==> config.mk <==
export PLATFORM = sky130hd
export DESIGN_NAME = ysyx_22050550_axi_arbiter_flat
export DESIGN_NICKNAME = d
export VERILOG_FILES = /design/src/rtl/ysyx_22050550_axi_arbiter_if.sv /design/src/rtl/ysyx_22050550_axi_arbiter.sv /design/src/flat_wrapper.sv
export SDC_FILE = /design/constraint.sdc
export NUM_CORES = 1
export LEC_CHECK = 0
export CORE_AREA = 2 2 351 353
export DETAILED_ROUTE_END_ITERATION = 8
export DIE_AREA = 0 0 353 355
export GPL_ROUTABILITY_DRIVEN = 0
export HOLD_SLACK_MARGIN = 0.05
export SYNTH_ARGS = -nofsm -noshare
export SYNTH_HDL_FRONTEND = slang
export SYNTH_SLANG_ARGS = --single-unit
export TNS_END_PERCENT = 1
==> constraint.sdc <==
create_clock -name clock -period 3.1 [get_ports clock]
set_clock_uncertainty 0.05 [all_clocks]
set_input_delay 0.31 -clock clock [delete_from_list [all_inputs] [get_ports clock]]
set_output_delay 0.31 -clock clock [all_outputs]
set_load 0.1 [all_outputs]
==> src/rtl/ysyx_22050550_axi_arbiter_if.sv <==
// AXI-style bus bundle: AR/R read and AW/W write channels of one port.
// Ports: master modport drives requests and w data; slave modport answers.
interface ysyx_22050550_axi_arbiter_if #(
   parameter int ADDR_W = 64,
   parameter int DATA_W = 64,
   parameter int LEN_W  = 8
);
   localparam int STRB_W = DATA_W / 8;

   logic              ar_valid;
   logic              ar_ready;
   logic [ADDR_W-1:0] ar_addr;
   logic [LEN_W-1:0]  ar_len;
   logic [2:0]        ar_size;
   logic [1:0]        ar_burst;
   logic              r_ready;
   logic              r_valid;
   logic [DATA_W-1:0] r_data;
   logic              r_last;
   logic              aw_valid;
   logic              aw_ready;
   logic [ADDR_W-1:0] aw_addr;
   logic [LEN_W-1:0]  aw_len;
   logic [2:0]        aw_size;
   logic [1:0]        aw_burst;
   logic              w_valid;
   logic [DATA_W-1:0] w_data;
   logic [STRB_W-1:0] w_strb;
   logic              w_ready;

   modport master (
      output ar_valid, ar_addr, ar_len,
      output ar_size, ar_burst, r_ready,
      output aw_valid, aw_addr, aw_len,
      output aw_size, aw_burst,
      output w_valid, w_data, w_strb,
      input  ar_ready, r_valid, r_data,
      input  r_last, aw_ready, w_ready
   );

   modport slave (
      input  ar_valid, ar_addr, ar_len,
      input  ar_size, ar_burst, r_ready,
      input  aw_valid, aw_addr, aw_len,
      input  aw_size, aw_burst,
      input  w_valid, w_data, w_strb,
      output ar_ready, r_valid, r_data,
      output r_last, aw_ready, w_ready
   );
endinterface

==> src/rtl/ysyx_22050550_axi_arbiter.sv <==
// 2:1 arbiter: m0 (ICache) and m1 (DCache) onto one SRAM slave port.
// Ports: clock, reset (async, active-low), m0/m1 slave modports, s master
// modport. Read and write channels hold a grant for a whole burst.
// Macro YSYX_22050550_ARB_FIXED_PRIO_EN: m1 always wins ties, no
// last-grant state; otherwise round-robin per channel.
module ysyx_22050550_axi_arbiter #(
   parameter int ADDR_W = 64,
   parameter int DATA_W = 64,
   parameter int LEN_W  = 8
) (
   input  logic                          clock,
   input  logic                          reset,
   ysyx_22050550_axi_arbiter_if.slave    m0,
   ysyx_22050550_axi_arbiter_if.slave    m1,
   ysyx_22050550_axi_arbiter_if.master   s
);
   typedef enum logic [2:0] {
      R_IDLE, R_ADDR0, R_ADDR1, R_DATA0, R_DATA1
   } r_state_t;

   typedef enum logic [2:0] {
      W_IDLE, W_ADDR0, W_ADDR1, W_DATA0, W_DATA1
   } w_state_t;

   r_state_t         r_st, r_nxt;
   w_state_t         w_st, w_nxt;
   logic [LEN_W-1:0] w_cnt;
   logic             w_load, w_dec;
   logic             r_pick1, w_pick1;

`ifdef YSYX_22050550_ARB_FIXED_PRIO_EN
   assign r_pick1 = m1.ar_valid;
   assign w_pick1 = m1.aw_valid;
`else
   // set = m1 held the previous grant on that channel
   logic r_last1, w_last1;

   assign r_pick1 = m1.ar_valid & (~m0.ar_valid | ~r_last1);
   assign w_pick1 = m1.aw_valid & (~m0.aw_valid | ~w_last1);

   always_ff @(posedge clock or negedge reset) begin
      if (!reset) begin
         r_last1 <= 1'b1;
         w_last1 <= 1'b1;
      end else begin
         if (r_st == R_IDLE && (m0.ar_valid | m1.ar_valid))
            r_last1 <= r_pick1;
         if (w_st == W_IDLE && (m0.aw_valid | m1.aw_valid))
            w_last1 <= w_pick1;
      end
   end
`endif

   always_ff @(posedge clock or negedge reset) begin
      if (!reset) begin
         r_st  <= R_IDLE;
         w_st  <= W_IDLE;
         w_cnt <= '0;
      end else begin
         r_st <= r_nxt;
         w_st <= w_nxt;
         if (w_load)
            w_cnt <= s.aw_len;
         else if (w_dec)
            w_cnt <= w_cnt - LEN_W'(1);
      end
   end

   always_comb begin
      r_nxt       = r_st;
      s.ar_valid  = 1'b0;
      s.ar_addr   = {ADDR_W{1'b0}};
      s.ar_len    = '0;
      s.ar_size   = 3'd0;
      s.ar_burst  = 2'd0;
      s.r_ready   = 1'b0;
      m0.ar_ready = 1'b0;
      m0.r_valid  = 1'b0;
      m0.r_data   = {DATA_W{1'b0}};
      m0.r_last   = 1'b0;
      m1.ar_ready = 1'b0;
      m1.r_valid  = 1'b0;
      m1.r_data   = {DATA_W{1'b0}};
      m1.r_last   = 1'b0;
      unique case (r_st)
         R_IDLE: begin
            if (m0.ar_valid | m1.ar_valid)
               r_nxt = r_pick1 ? R_ADDR1 : R_ADDR0;
         end
         R_ADDR0: begin
            s.ar_valid  = m0.ar_valid;
            s.ar_addr   = m0.ar_addr;
            s.ar_len    = m0.ar_len;
            s.ar_size   = m0.ar_size;
            s.ar_burst  = m0.ar_burst;
            m0.ar_ready = s.ar_ready;
            if (m0.ar_valid & s.ar_ready)
               r_nxt = R_DATA0;
         end
         R_ADDR1: begin
            s.ar_valid  = m1.ar_valid;
            s.ar_addr   = m1.ar_addr;
            s.ar_len    = m1.ar_len;
            s.ar_size   = m1.ar_size;
            s.ar_burst  = m1.ar_burst;
            m1.ar_ready = s.ar_ready;
            if (m1.ar_valid & s.ar_ready)
               r_nxt = R_DATA1;
         end
         R_DATA0: begin
            s.r_ready  = m0.r_ready;
            m0.r_valid = s.r_valid;
            m0.r_data  = s.r_data;
            m0.r_last  = s.r_last;
            if (s.r_valid & m0.r_ready & s.r_last)
               r_nxt = R_IDLE;
         end
         R_DATA1: begin
            s.r_ready  = m1.r_ready;
            m1.r_valid = s.r_valid;
            m1.r_data  = s.r_data;
            m1.r_last  = s.r_last;
            if (s.r_valid & m1.r_ready & s.r_last)
               r_nxt = R_IDLE;
         end
         default: r_nxt = R_IDLE;
      endcase
   end

   // The slave has no w_last: w_cnt counts beats left after this one.
   always_comb begin
      w_nxt       = w_st;
      w_load      = 1'b0;
      w_dec       = 1'b0;
      s.aw_valid  = 1'b0;
      s.aw_addr   = {ADDR_W{1'b0}};
      s.aw_len    = '0;
      s.aw_size   = 3'd0;
      s.aw_burst  = 2'd0;
      s.w_valid   = 1'b0;
      s.w_data    = {DATA_W{1'b0}};
      s.w_strb    = '0;
      m0.aw_ready = 1'b0;
      m0.w_ready  = 1'b0;
      m1.aw_ready = 1'b0;
      m1.w_ready  = 1'b0;
      unique case (w_st)
         W_IDLE: begin
            if (m0.aw_valid | m1.aw_valid)
               w_nxt = w_pick1 ? W_ADDR1 : W_ADDR0;
         end
         W_ADDR0: begin
            s.aw_valid  = m0.aw_valid;
            s.aw_addr   = m0.aw_addr;
            s.aw_len    = m0.aw_len;
            s.aw_size   = m0.aw_size;
            s.aw_burst  = m0.aw_burst;
            m0.aw_ready = s.aw_ready;
            if (m0.aw_valid & s.aw_ready) begin
               w_load = 1'b1;
               w_nxt  = W_DATA0;
            end
         end
         W_ADDR1: begin
            s.aw_valid  = m1.aw_valid;
            s.aw_addr   = m1.aw_addr;
            s.aw_len    = m1.aw_len;
            s.aw_size   = m1.aw_size;
            s.aw_burst  = m1.aw_burst;
            m1.aw_ready = s.aw_ready;
            if (m1.aw_valid & s.aw_ready) begin
               w_load = 1'b1;
               w_nxt  = W_DATA1;
            end
         end
         W_DATA0: begin
            s.w_valid  = m0.w_valid;
            s.w_data   = m0.w_data;
            s.w_strb   = m0.w_strb;
            m0.w_ready = s.w_ready;
            if (m0.w_valid & s.w_ready) begin
               if (w_cnt == '0) w_nxt = W_IDLE;
               else             w_dec = 1'b1;
            end
         end
         W_DATA1: begin
            s.w_valid  = m1.w_valid;
            s.w_data   = m1.w_data;
            s.w_strb   = m1.w_strb;
            m1.w_ready = s.w_ready;
            if (m1.w_valid & s.w_ready) begin
               if (w_cnt == '0) w_nxt = W_IDLE;
               else             w_dec = 1'b1;
            end
         end
         default: w_nxt = W_IDLE;
      endcase
   end
endmodule
==> src/flat_wrapper.sv <==
// flat-port wrapper written by rule: the top's interface ports become plain ports
module ysyx_22050550_axi_arbiter_flat 
#(
   parameter int ADDR_W = 64,
   parameter int DATA_W = 64,
   parameter int LEN_W  = 8
)
  (clock, reset, m0_ar_valid, m0_ar_addr, m0_ar_len, m0_ar_size, m0_ar_burst, m0_r_ready, m0_aw_valid, m0_aw_addr, m0_aw_len, m0_aw_size, m0_aw_burst, m0_w_valid, m0_w_data, m0_w_strb, m0_ar_ready, m0_r_valid, m0_r_data, m0_r_last, m0_aw_ready, m0_w_ready, m1_ar_valid, m1_ar_addr, m1_ar_len, m1_ar_size, m1_ar_burst, m1_r_ready, m1_aw_valid, m1_aw_addr, m1_aw_len, m1_aw_size, m1_aw_burst, m1_w_valid, m1_w_data, m1_w_strb, m1_ar_ready, m1_r_valid, m1_r_data, m1_r_last, m1_aw_ready, m1_w_ready, s_ar_valid, s_ar_addr, s_ar_len, s_ar_size, s_ar_burst, s_r_ready, s_aw_valid, s_aw_addr, s_aw_len, s_aw_size, s_aw_burst, s_w_valid, s_w_data, s_w_strb, s_ar_ready, s_r_valid, s_r_data, s_r_last, s_aw_ready, s_w_ready);
  ysyx_22050550_axi_arbiter_if #(.ADDR_W(ADDR_W), .DATA_W(DATA_W), .LEN_W(LEN_W)) m0_i ();
  ysyx_22050550_axi_arbiter_if #(.ADDR_W(ADDR_W), .DATA_W(DATA_W), .LEN_W(LEN_W)) m1_i ();
  ysyx_22050550_axi_arbiter_if #(.ADDR_W(ADDR_W), .DATA_W(DATA_W), .LEN_W(LEN_W)) s_i ();
  input  logic clock;
  input  logic reset;
  input wire logic [$bits(m0_i.ar_valid)-1:0] m0_ar_valid;
  input wire logic [$bits(m0_i.ar_addr)-1:0] m0_ar_addr;
  input wire logic [$bits(m0_i.ar_len)-1:0] m0_ar_len;
  input wire logic [$bits(m0_i.ar_size)-1:0] m0_ar_size;
  input wire logic [$bits(m0_i.ar_burst)-1:0] m0_ar_burst;
  input wire logic [$bits(m0_i.r_ready)-1:0] m0_r_ready;
  input wire logic [$bits(m0_i.aw_valid)-1:0] m0_aw_valid;
  input wire logic [$bits(m0_i.aw_addr)-1:0] m0_aw_addr;
  input wire logic [$bits(m0_i.aw_len)-1:0] m0_aw_len;
  input wire logic [$bits(m0_i.aw_size)-1:0] m0_aw_size;
  input wire logic [$bits(m0_i.aw_burst)-1:0] m0_aw_burst;
  input wire logic [$bits(m0_i.w_valid)-1:0] m0_w_valid;
  input wire logic [$bits(m0_i.w_data)-1:0] m0_w_data;
  input wire logic [$bits(m0_i.w_strb)-1:0] m0_w_strb;
  output wire logic [$bits(m0_i.ar_ready)-1:0] m0_ar_ready;
  output wire logic [$bits(m0_i.r_valid)-1:0] m0_r_valid;
  output wire logic [$bits(m0_i.r_data)-1:0] m0_r_data;
  output wire logic [$bits(m0_i.r_last)-1:0] m0_r_last;
  output wire logic [$bits(m0_i.aw_ready)-1:0] m0_aw_ready;
  output wire logic [$bits(m0_i.w_ready)-1:0] m0_w_ready;
  input wire logic [$bits(m1_i.ar_valid)-1:0] m1_ar_valid;
  input wire logic [$bits(m1_i.ar_addr)-1:0] m1_ar_addr;
  input wire logic [$bits(m1_i.ar_len)-1:0] m1_ar_len;
  input wire logic [$bits(m1_i.ar_size)-1:0] m1_ar_size;
  input wire logic [$bits(m1_i.ar_burst)-1:0] m1_ar_burst;
  input wire logic [$bits(m1_i.r_ready)-1:0] m1_r_ready;
  input wire logic [$bits(m1_i.aw_valid)-1:0] m1_aw_valid;
  input wire logic [$bits(m1_i.aw_addr)-1:0] m1_aw_addr;
  input wire logic [$bits(m1_i.aw_len)-1:0] m1_aw_len;
  input wire logic [$bits(m1_i.aw_size)-1:0] m1_aw_size;
  input wire logic [$bits(m1_i.aw_burst)-1:0] m1_aw_burst;
  input wire logic [$bits(m1_i.w_valid)-1:0] m1_w_valid;
  input wire logic [$bits(m1_i.w_data)-1:0] m1_w_data;
  input wire logic [$bits(m1_i.w_strb)-1:0] m1_w_strb;
  output wire logic [$bits(m1_i.ar_ready)-1:0] m1_ar_ready;
  output wire logic [$bits(m1_i.r_valid)-1:0] m1_r_valid;
  output wire logic [$bits(m1_i.r_data)-1:0] m1_r_data;
  output wire logic [$bits(m1_i.r_last)-1:0] m1_r_last;
  output wire logic [$bits(m1_i.aw_ready)-1:0] m1_aw_ready;
  output wire logic [$bits(m1_i.w_ready)-1:0] m1_w_ready;
  output wire logic [$bits(s_i.ar_valid)-1:0] s_ar_valid;
  output wire logic [$bits(s_i.ar_addr)-1:0] s_ar_addr;
  output wire logic [$bits(s_i.ar_len)-1:0] s_ar_len;
  output wire logic [$bits(s_i.ar_size)-1:0] s_ar_size;
  output wire logic [$bits(s_i.ar_burst)-1:0] s_ar_burst;
  output wire logic [$bits(s_i.r_ready)-1:0] s_r_ready;
  output wire logic [$bits(s_i.aw_valid)-1:0] s_aw_valid;
  output wire logic [$bits(s_i.aw_addr)-1:0] s_aw_addr;
  output wire logic [$bits(s_i.aw_len)-1:0] s_aw_len;
  output wire logic [$bits(s_i.aw_size)-1:0] s_aw_size;
  output wire logic [$bits(s_i.aw_burst)-1:0] s_aw_burst;
  output wire logic [$bits(s_i.w_valid)-1:0] s_w_valid;
  output wire logic [$bits(s_i.w_data)-1:0] s_w_data;
  output wire logic [$bits(s_i.w_strb)-1:0] s_w_strb;
  input wire logic [$bits(s_i.ar_ready)-1:0] s_ar_ready;
  input wire logic [$bits(s_i.r_valid)-1:0] s_r_valid;
  input wire logic [$bits(s_i.r_data)-1:0] s_r_data;
  input wire logic [$bits(s_i.r_last)-1:0] s_r_last;
  input wire logic [$bits(s_i.aw_ready)-1:0] s_aw_ready;
  input wire logic [$bits(s_i.w_ready)-1:0] s_w_ready;
  assign m0_i.ar_valid = m0_ar_valid;
  assign m0_i.ar_addr = m0_ar_addr;
  assign m0_i.ar_len = m0_ar_len;
  assign m0_i.ar_size = m0_ar_size;
  assign m0_i.ar_burst = m0_ar_burst;
  assign m0_i.r_ready = m0_r_ready;
  assign m0_i.aw_valid = m0_aw_valid;
  assign m0_i.aw_addr = m0_aw_addr;
  assign m0_i.aw_len = m0_aw_len;
  assign m0_i.aw_size = m0_aw_size;
  assign m0_i.aw_burst = m0_aw_burst;
  assign m0_i.w_valid = m0_w_valid;
  assign m0_i.w_data = m0_w_data;
  assign m0_i.w_strb = m0_w_strb;
  assign m0_ar_ready = m0_i.ar_ready;
  assign m0_r_valid = m0_i.r_valid;
  assign m0_r_data = m0_i.r_data;
  assign m0_r_last = m0_i.r_last;
  assign m0_aw_ready = m0_i.aw_ready;
  assign m0_w_ready = m0_i.w_ready;
  assign m1_i.ar_valid = m1_ar_valid;
  assign m1_i.ar_addr = m1_ar_addr;
  assign m1_i.ar_len = m1_ar_len;
  assign m1_i.ar_size = m1_ar_size;
  assign m1_i.ar_burst = m1_ar_burst;
  assign m1_i.r_ready = m1_r_ready;
  assign m1_i.aw_valid = m1_aw_valid;
  assign m1_i.aw_addr = m1_aw_addr;
  assign m1_i.aw_len = m1_aw_len;
  assign m1_i.aw_size = m1_aw_size;
  assign m1_i.aw_burst = m1_aw_burst;
  assign m1_i.w_valid = m1_w_valid;
  assign m1_i.w_data = m1_w_data;
  assign m1_i.w_strb = m1_w_strb;
  assign m1_ar_ready = m1_i.ar_ready;
  assign m1_r_valid = m1_i.r_valid;
  assign m1_r_data = m1_i.r_data;
  assign m1_r_last = m1_i.r_last;
  assign m1_aw_ready = m1_i.aw_ready;
  assign m1_w_ready = m1_i.w_ready;
  assign s_ar_valid = s_i.ar_valid;
  assign s_ar_addr = s_i.ar_addr;
  assign s_ar_len = s_i.ar_len;
  assign s_ar_size = s_i.ar_size;
  assign s_ar_burst = s_i.ar_burst;
  assign s_r_ready = s_i.r_ready;
  assign s_aw_valid = s_i.aw_valid;
  assign s_aw_addr = s_i.aw_addr;
  assign s_aw_len = s_i.aw_len;
  assign s_aw_size = s_i.aw_size;
  assign s_aw_burst = s_i.aw_burst;
  assign s_w_valid = s_i.w_valid;
  assign s_w_data = s_i.w_data;
  assign s_w_strb = s_i.w_strb;
  assign s_i.ar_ready = s_ar_ready;
  assign s_i.r_valid = s_r_valid;
  assign s_i.r_data = s_r_data;
  assign s_i.r_last = s_r_last;
  assign s_i.aw_ready = s_aw_ready;
  assign s_i.w_ready = s_w_ready;
  ysyx_22050550_axi_arbiter #(.ADDR_W(ADDR_W), .DATA_W(DATA_W), .LEN_W(LEN_W)) u_core (.clock(clock), .reset(reset), .m0(m0_i), .m1(m1_i), .s(s_i));
endmodule
# --- After elaboration in Yosys (flattened, before gate mapping) ---
# Cells that the tools add are included.
totals:
  regBits: 16
  inputBits: 531
  out_inout_bits: 368
  elab_cells: 102
classes:
  addsub: 1
  n_eq_ne: 18
  muxes: 50
  bitwise_logic: 20
  reduce_logical: 8
ops:
  columns: ["operator", "n"]
  rows:
  - ["$pmux 64 s2", 3]
  - ["$mux 64", 2]
  - ["$pmux 8 s2", 3]
  - ["$mux 3", 11]
  - ["$pmux 3 s5", 2]
  - ["$mux 8", 2]
  - ["$ne 2x1->1 const B", 8]
  - ["$mux 1", 15]
  - ["$and 1x1->1", 12]
  - ["$eq 3x2->1 const B", 4]
  - ["$pmux 1 s2", 6]
  - ["$pmux 3 s2", 2]
  - ["$reduce_and 5->1", 2]
  - ["$logic_not 8->1", 1]
  - ["$pmux 2 s2", 2]
  - ["$sub 8x1->8 const B", 1]
  - ["$eq 3x1->1 const B", 2]
  - ["$eq 3x3->1 const B", 2]
  - ["$logic_not 3->1", 2]
  - ["$mux 2", 2]
  - ["$ne 2x2->1 const B", 2]
  - ["$not 1->1", 4]
  - ["$or 1x1->1", 4]
  - ["$logic_and 1x1->1", 2]
  - ["$reduce_bool 2->1", 1]

# --- Logic depth before layout (Yosys ltp) ---
logic_depth:
  word_depth: 6
  ltp_mapped: 6
  ltp_nobuf: 6

# --- Worst setup path before layout ---
# Ideal clock, no wire load.
synth_path:
  path_kind: "register to register"
  from: "reg u_core.w_st[0]"
  to: "reg u_core.w_cnt[3]"
  setup_ns: 0.073
  arrival_time_ns: 2.638
  t_required_ns: 2.977
  slack_ns: 0.339
  stages_incl_launch_ff: 6
  path_buffers: 2
  period_less_slack_ns: 2.761
  cell_sequence: "dfrtp_1 > buf_2 > clkbuf_1 > nand3b_1 > a21oi_1 > a221o_1"
synth_via:
  elab_chain_len: 3
  elab_cells_between_ends: 9
  classes_between: "4 x eq/ne; 4 x mux; 1 x reduce/logical"
synth_rtl:
  columns: ["item", "line_no", "text"]
  rows:
  - ["start, declared", "ysyx_22050550_axi_arbiter.sv:26", "w_state_t w_st, w_nxt;"]
  - ["start signal, assigned", "ysyx_22050550_axi_arbiter.sv:61", "w_st <= w_nxt;"]
  - ["$eq 3x2->1 or $eq 3x1->1 (tied branches)", "ysyx_22050550_axi_arbiter.sv:147", "unique case (w_st)"]
  - ["$pmux 8 s2 *", "ysyx_22050550_axi_arbiter.sv:147", null]
  - ["net s_aw_len[3]", "flat_wrapper.sv:62", "output wire logic [$bits(s_i.aw_len)-1:0] s_aw_len;"]
  - ["$mux 8 *", "ysyx_22050550_axi_arbiter.sv:62", "if (w_load)"]
  - ["end signal, assigned", "ysyx_22050550_axi_arbiter.sv:63", "w_cnt <= s.aw_len;"]
  - ["end signal, assigned", "ysyx_22050550_axi_arbiter.sv:65", "w_cnt <= w_cnt - LEN_W'(1);"]
  - ["end, declared", "ysyx_22050550_axi_arbiter.sv:27", "logic [LEN_W-1:0] w_cnt;"]
# Mark *: on every way through the listed nets, which the timed path passes. The rest lies on a longest branch.
# A chain may end at the register's enable or synchronous reset.

# --- Final worst setup path ---
layout_path:
  from: "reg u_core.w_st[1]"
  to: "out s_w_data[24]"
layout_via:
  elab_chain_len: 2
  elab_cells_between_ends: 3
  classes_between: "2 x eq/ne; 1 x mux"
layout_rtl:
  columns: ["item", "line_no", "text"]
  rows:
  - ["$eq 3x3->1 or $eq 3x2->1 (tied branches)", "ysyx_22050550_axi_arbiter.sv:147", null]
  - ["$pmux 64 s2 *", "ysyx_22050550_axi_arbiter.sv:147", null]
  - ["end, declared", "flat_wrapper.sv:66", "output wire logic [$bits(s_i.w_data)-1:0] s_w_data;"]
# Every way passes the cells marked *; elsewhere a longest branch is shown, timed or not.

==> flow_summary_export.csv <==
group,metric,value,unit
global_route,grt_pass1_vias,8817,
power_and_ir_drop,leakagePower,6.72,nW
worst_setup_path,r2r_slack,0.89,ns
floorplan,die_h,355,um
sta,maxSlewViolCount,0,
clock_network,cts-root-buf,"clkbuf_16",
worst_setup_path,reg2reg_to,"u_core.w_st[0]",
global_route,grt_first_pass_wirelength,119000,um
power_and_ir_drop,p_per_area,1270,nW/um^2
floorplan,dieArea,125000,sq um
global_route,met3_usage,11.2,%
synthesis,synthArstFlopShare,100,%
clock_network,cts.sinks,16,
floorplan,fp-row-count,128,
worst_setup_path,crit_type,"flop to output port",
power_and_ir_drop,p_seq_share,1.9,%
floorplan,io_pins,899,
sta,max_clock_freq,0.344,GHz
sta,finalHoldViolCount,0,
synthesis,synth_edf_count,0,
placement,portBuffers,898,
worst_setup_path,worstPathMaxFanout,43,
hold_path,hp-start,"u_core.w_cnt[7]",
drt,routed-via-count,9090,
finish,drive_gt1_share,29.3,%
hold_path,min_to,"u_core.w_cnt[7]",
floorplan,start_util,3.55,%
finish,final_common_cell,"clkdlybuf4s50_1",
run,cap_violations,0,
finish,layout_common_cells,"clkdlybuf4s50_1, buf_12, a22o_1, and2_1, buf_4",
finish,ff_latch_area,403,sq um
hold_path,hold_class,"flop to flop",
sta,min_period_over_period,93.7,%
worst_setup_path,endpoint_kind,"output port",
finish,layout.cells.non_filler,3048,
power_and_ir_drop,power_frac_clock,1.4,%
synthesis,synth_ff_type,"dfrtp_1",
clock_network,insertion_delay,0.27,ns
power_and_ir_drop,p_int,7.16,mW
worst_setup_path,crit_buf_inv,2,
power_and_ir_drop,swShare,68.5,%
finish,multiInputGateArea,3630,sq um
hold_path,hold_depth,1,
power_and_ir_drop,power.total,22.8,mW
sta,rsz0062_at_grt,"false",
worst_setup_path,startpoint_type,"flop",
worst_setup_path,reg2reg_from,"u_core.w_st[1]",
synthesis,syn-cell-area,4310,sq um
drt,vias_per_cell,2.98,
worst_setup_path,slowest_stage,"and3b_4",
synthesis,synth.avg_cell_area,7.70,sq um
drt,dr.first_iter.drc_count,584,
global_route,grt_usage,15.1,%
drt,postRouteAntennaNets,0,
global_route,grt_max_degree,82,
synthesis,ys_warn_count,0,
sta,tns,0,ns
placement,hpwl,92600,um
clock_network,post_cts_buffers,0,
global_route,grtUsageMet2,23.7,%
power_and_ir_drop,p_switching,15.6,mW
clock_network,htree_levels,1,
finish,layout.nets,1949,
synthesis,ys_seq_area_share,9.34,%
synthesis,ys_ff_latch,16,
power_and_ir_drop,pwr-share-comb,96.7,%
drt,drt-pass1-iter-count,5,
global_route,top_usage_layer,"met2",
status,status,"finished clean",
global_route,grt_overflow,0,
drt,drcViolationCount,0,
clock_network,cts_hold_buf,0,
worst_setup_path,cp_top_family,"simple AND/OR/NAND/NOR gates",
drt,wirelength,99800,um
clock_network,cts_resized,0,
worst_setup_path,critical-path-max-stage-delay,0.74,ns
clock_network,cts_buffer_depth,2,
sta,setup_viol,0,
clock_network,cts_tree,"yes",
finish,nFillCells,13700,
floorplan,die_x,353,um
synthesis,synth_nets,1093,
global_route,antenna_found_initial,81,
floorplan,design.core.area,121000,sq um
sta,holdWs,0.482,ns
worst_setup_path,rr_worst_depth,4,
worst_setup_path,crit_arrival,2.55,ns
drt,wl_per_cell,32.7,um
synthesis,syn_inst,560,
sta,tightest_slew,1.06,ns
synthesis,synth_cell_types,52,
finish,area_delta_synth_final,314,%
placement,placedCellCount,3036,
power_and_ir_drop,ir_worst_vdd,0.000534,V
clock_network,path_clk_slew,0.07,ns
worst_setup_path,required,2.74,ns
global_route,grt.met1_usage,16.9,%
sta,slew_headroom,29.1,%
sta,period_minus_slack,2.91,ns
worst_setup_path,crit_chain,"and3b_4, buf_4, a22o_1, buf_12",
clock_network,cts_buffers,3,
routing by layer:
layer	share of wire, %	vias up
met4	1.4	98
met1	37	4232
met3	17	158
met2	44	682
met5	0.66	-
li1	-	3920
sequential cells by signal (all words and copies together) (netlist names):
register and count:
u_core.w_cnt 8, u_core.r_st 3, u_core.w_st 3, u_core.r_last1 1, u_core.w_last1 1
metrics by stage:
step	util, %	worst slack [ns]	instance area, sq um
6_report	14.7	0.195	17900
5_1_grt	14.7	0.0552	17900
4_1_cts	14.7	0.133	17900
3_5_place_dp	14.6	0.470	17800
3_3_place_gp	14.6	0.429	17800
2_1_floorplan	-	0.339	4310
cell usage after synthesis (3+ instances only):
master | number | area (sq um)
a21oi_1 | 8 | 40.0
a221o_1 | 3 | 30.0
a22o_1 | 228 | 2000
a31oi_1 | 4 | 25.0
and2_1 | 138 | 863
buf_1 | 7 | 26.3
buf_2 | 30 | 150
clkbuf_1 | 31 | 116
dfrtp_1 | 14 | 350
inv_1 | 7 | 26.3
nand2_1 | 12 | 45.0
nand3_1 | 6 | 30.0
nand3b_1 | 6 | 45.0
nor2_1 | 7 | 26.3
nor3_1 | 6 | 30.0
nor3b_2 | 3 | 37.5
o22ai_1 | 3 | 18.8
or2_2 | 3 | 18.8
cell families (layout without fill, tap and decap cells):
logic type | Yosys count | in the layout | synth area share [%]
buffers and inverters | 75 | 930 | 7.40
flip-flops | 16 | 16 | 9.34
AND/OR/NAND/NOR | 196 | 196 | 28.3
multiplexers | 1 | 1 | 0.232
adder cells (fa/ha/maj) | 2 | 2 | 0.580
other | 0 | 8 | 0
AO/OA/AOI/OAI | 270 | 270 | 54.2
power groups by stage:
stage | logic [mW] | clock network, mW | registers, mW
4_1_cts | 22.3 | 0.340 | 0.432
3_5_place_dp | 22.3 | 0 | 0.433
2_1_floorplan | 13.4 | 0 | 0.379
6_report | 22.0 | 0.314 | 0.438
5_1_grt | 22.6 | 0.347 | 0.456
3_3_place_gp | 22.3 | 0 | 0.432
worst max-delay path by stage:
stage | startpoint | slack (ns) | to | cells after the start
6_report | u_core.w_st[1] | 0.19 | s_w_data[24] | 4
5_1_grt | u_core.w_st[1] | 0.06 | s_w_data[24] | 4
4_1_cts | u_core.w_st[1] | 0.13 | s_w_data[24] | 4
3_5_place_dp | u_core.w_st[1] | 0.47 | s_w_data[24] | 4
3_3_place_gp | u_core.w_st[1] | 0.43 | s_w_data[24] | 4
2_1_floorplan | u_core.w_st[0] | 0.34 | u_core.w_cnt[3] | 5
layout make-up:
type / count / share of cell area [%]
Antenna cell: 8 / 0.112
Sequential cell: 16 / 2.25
Tap cell: 1625 / 11.4
Multi-Input combinational cell: 469 / 20.3
Clock buffer: 4 / 0.497
Inverter: 7 / 0.147
Timing Repair Buffer: 919 / 65.3
Power figures use the tool's default switching activity.
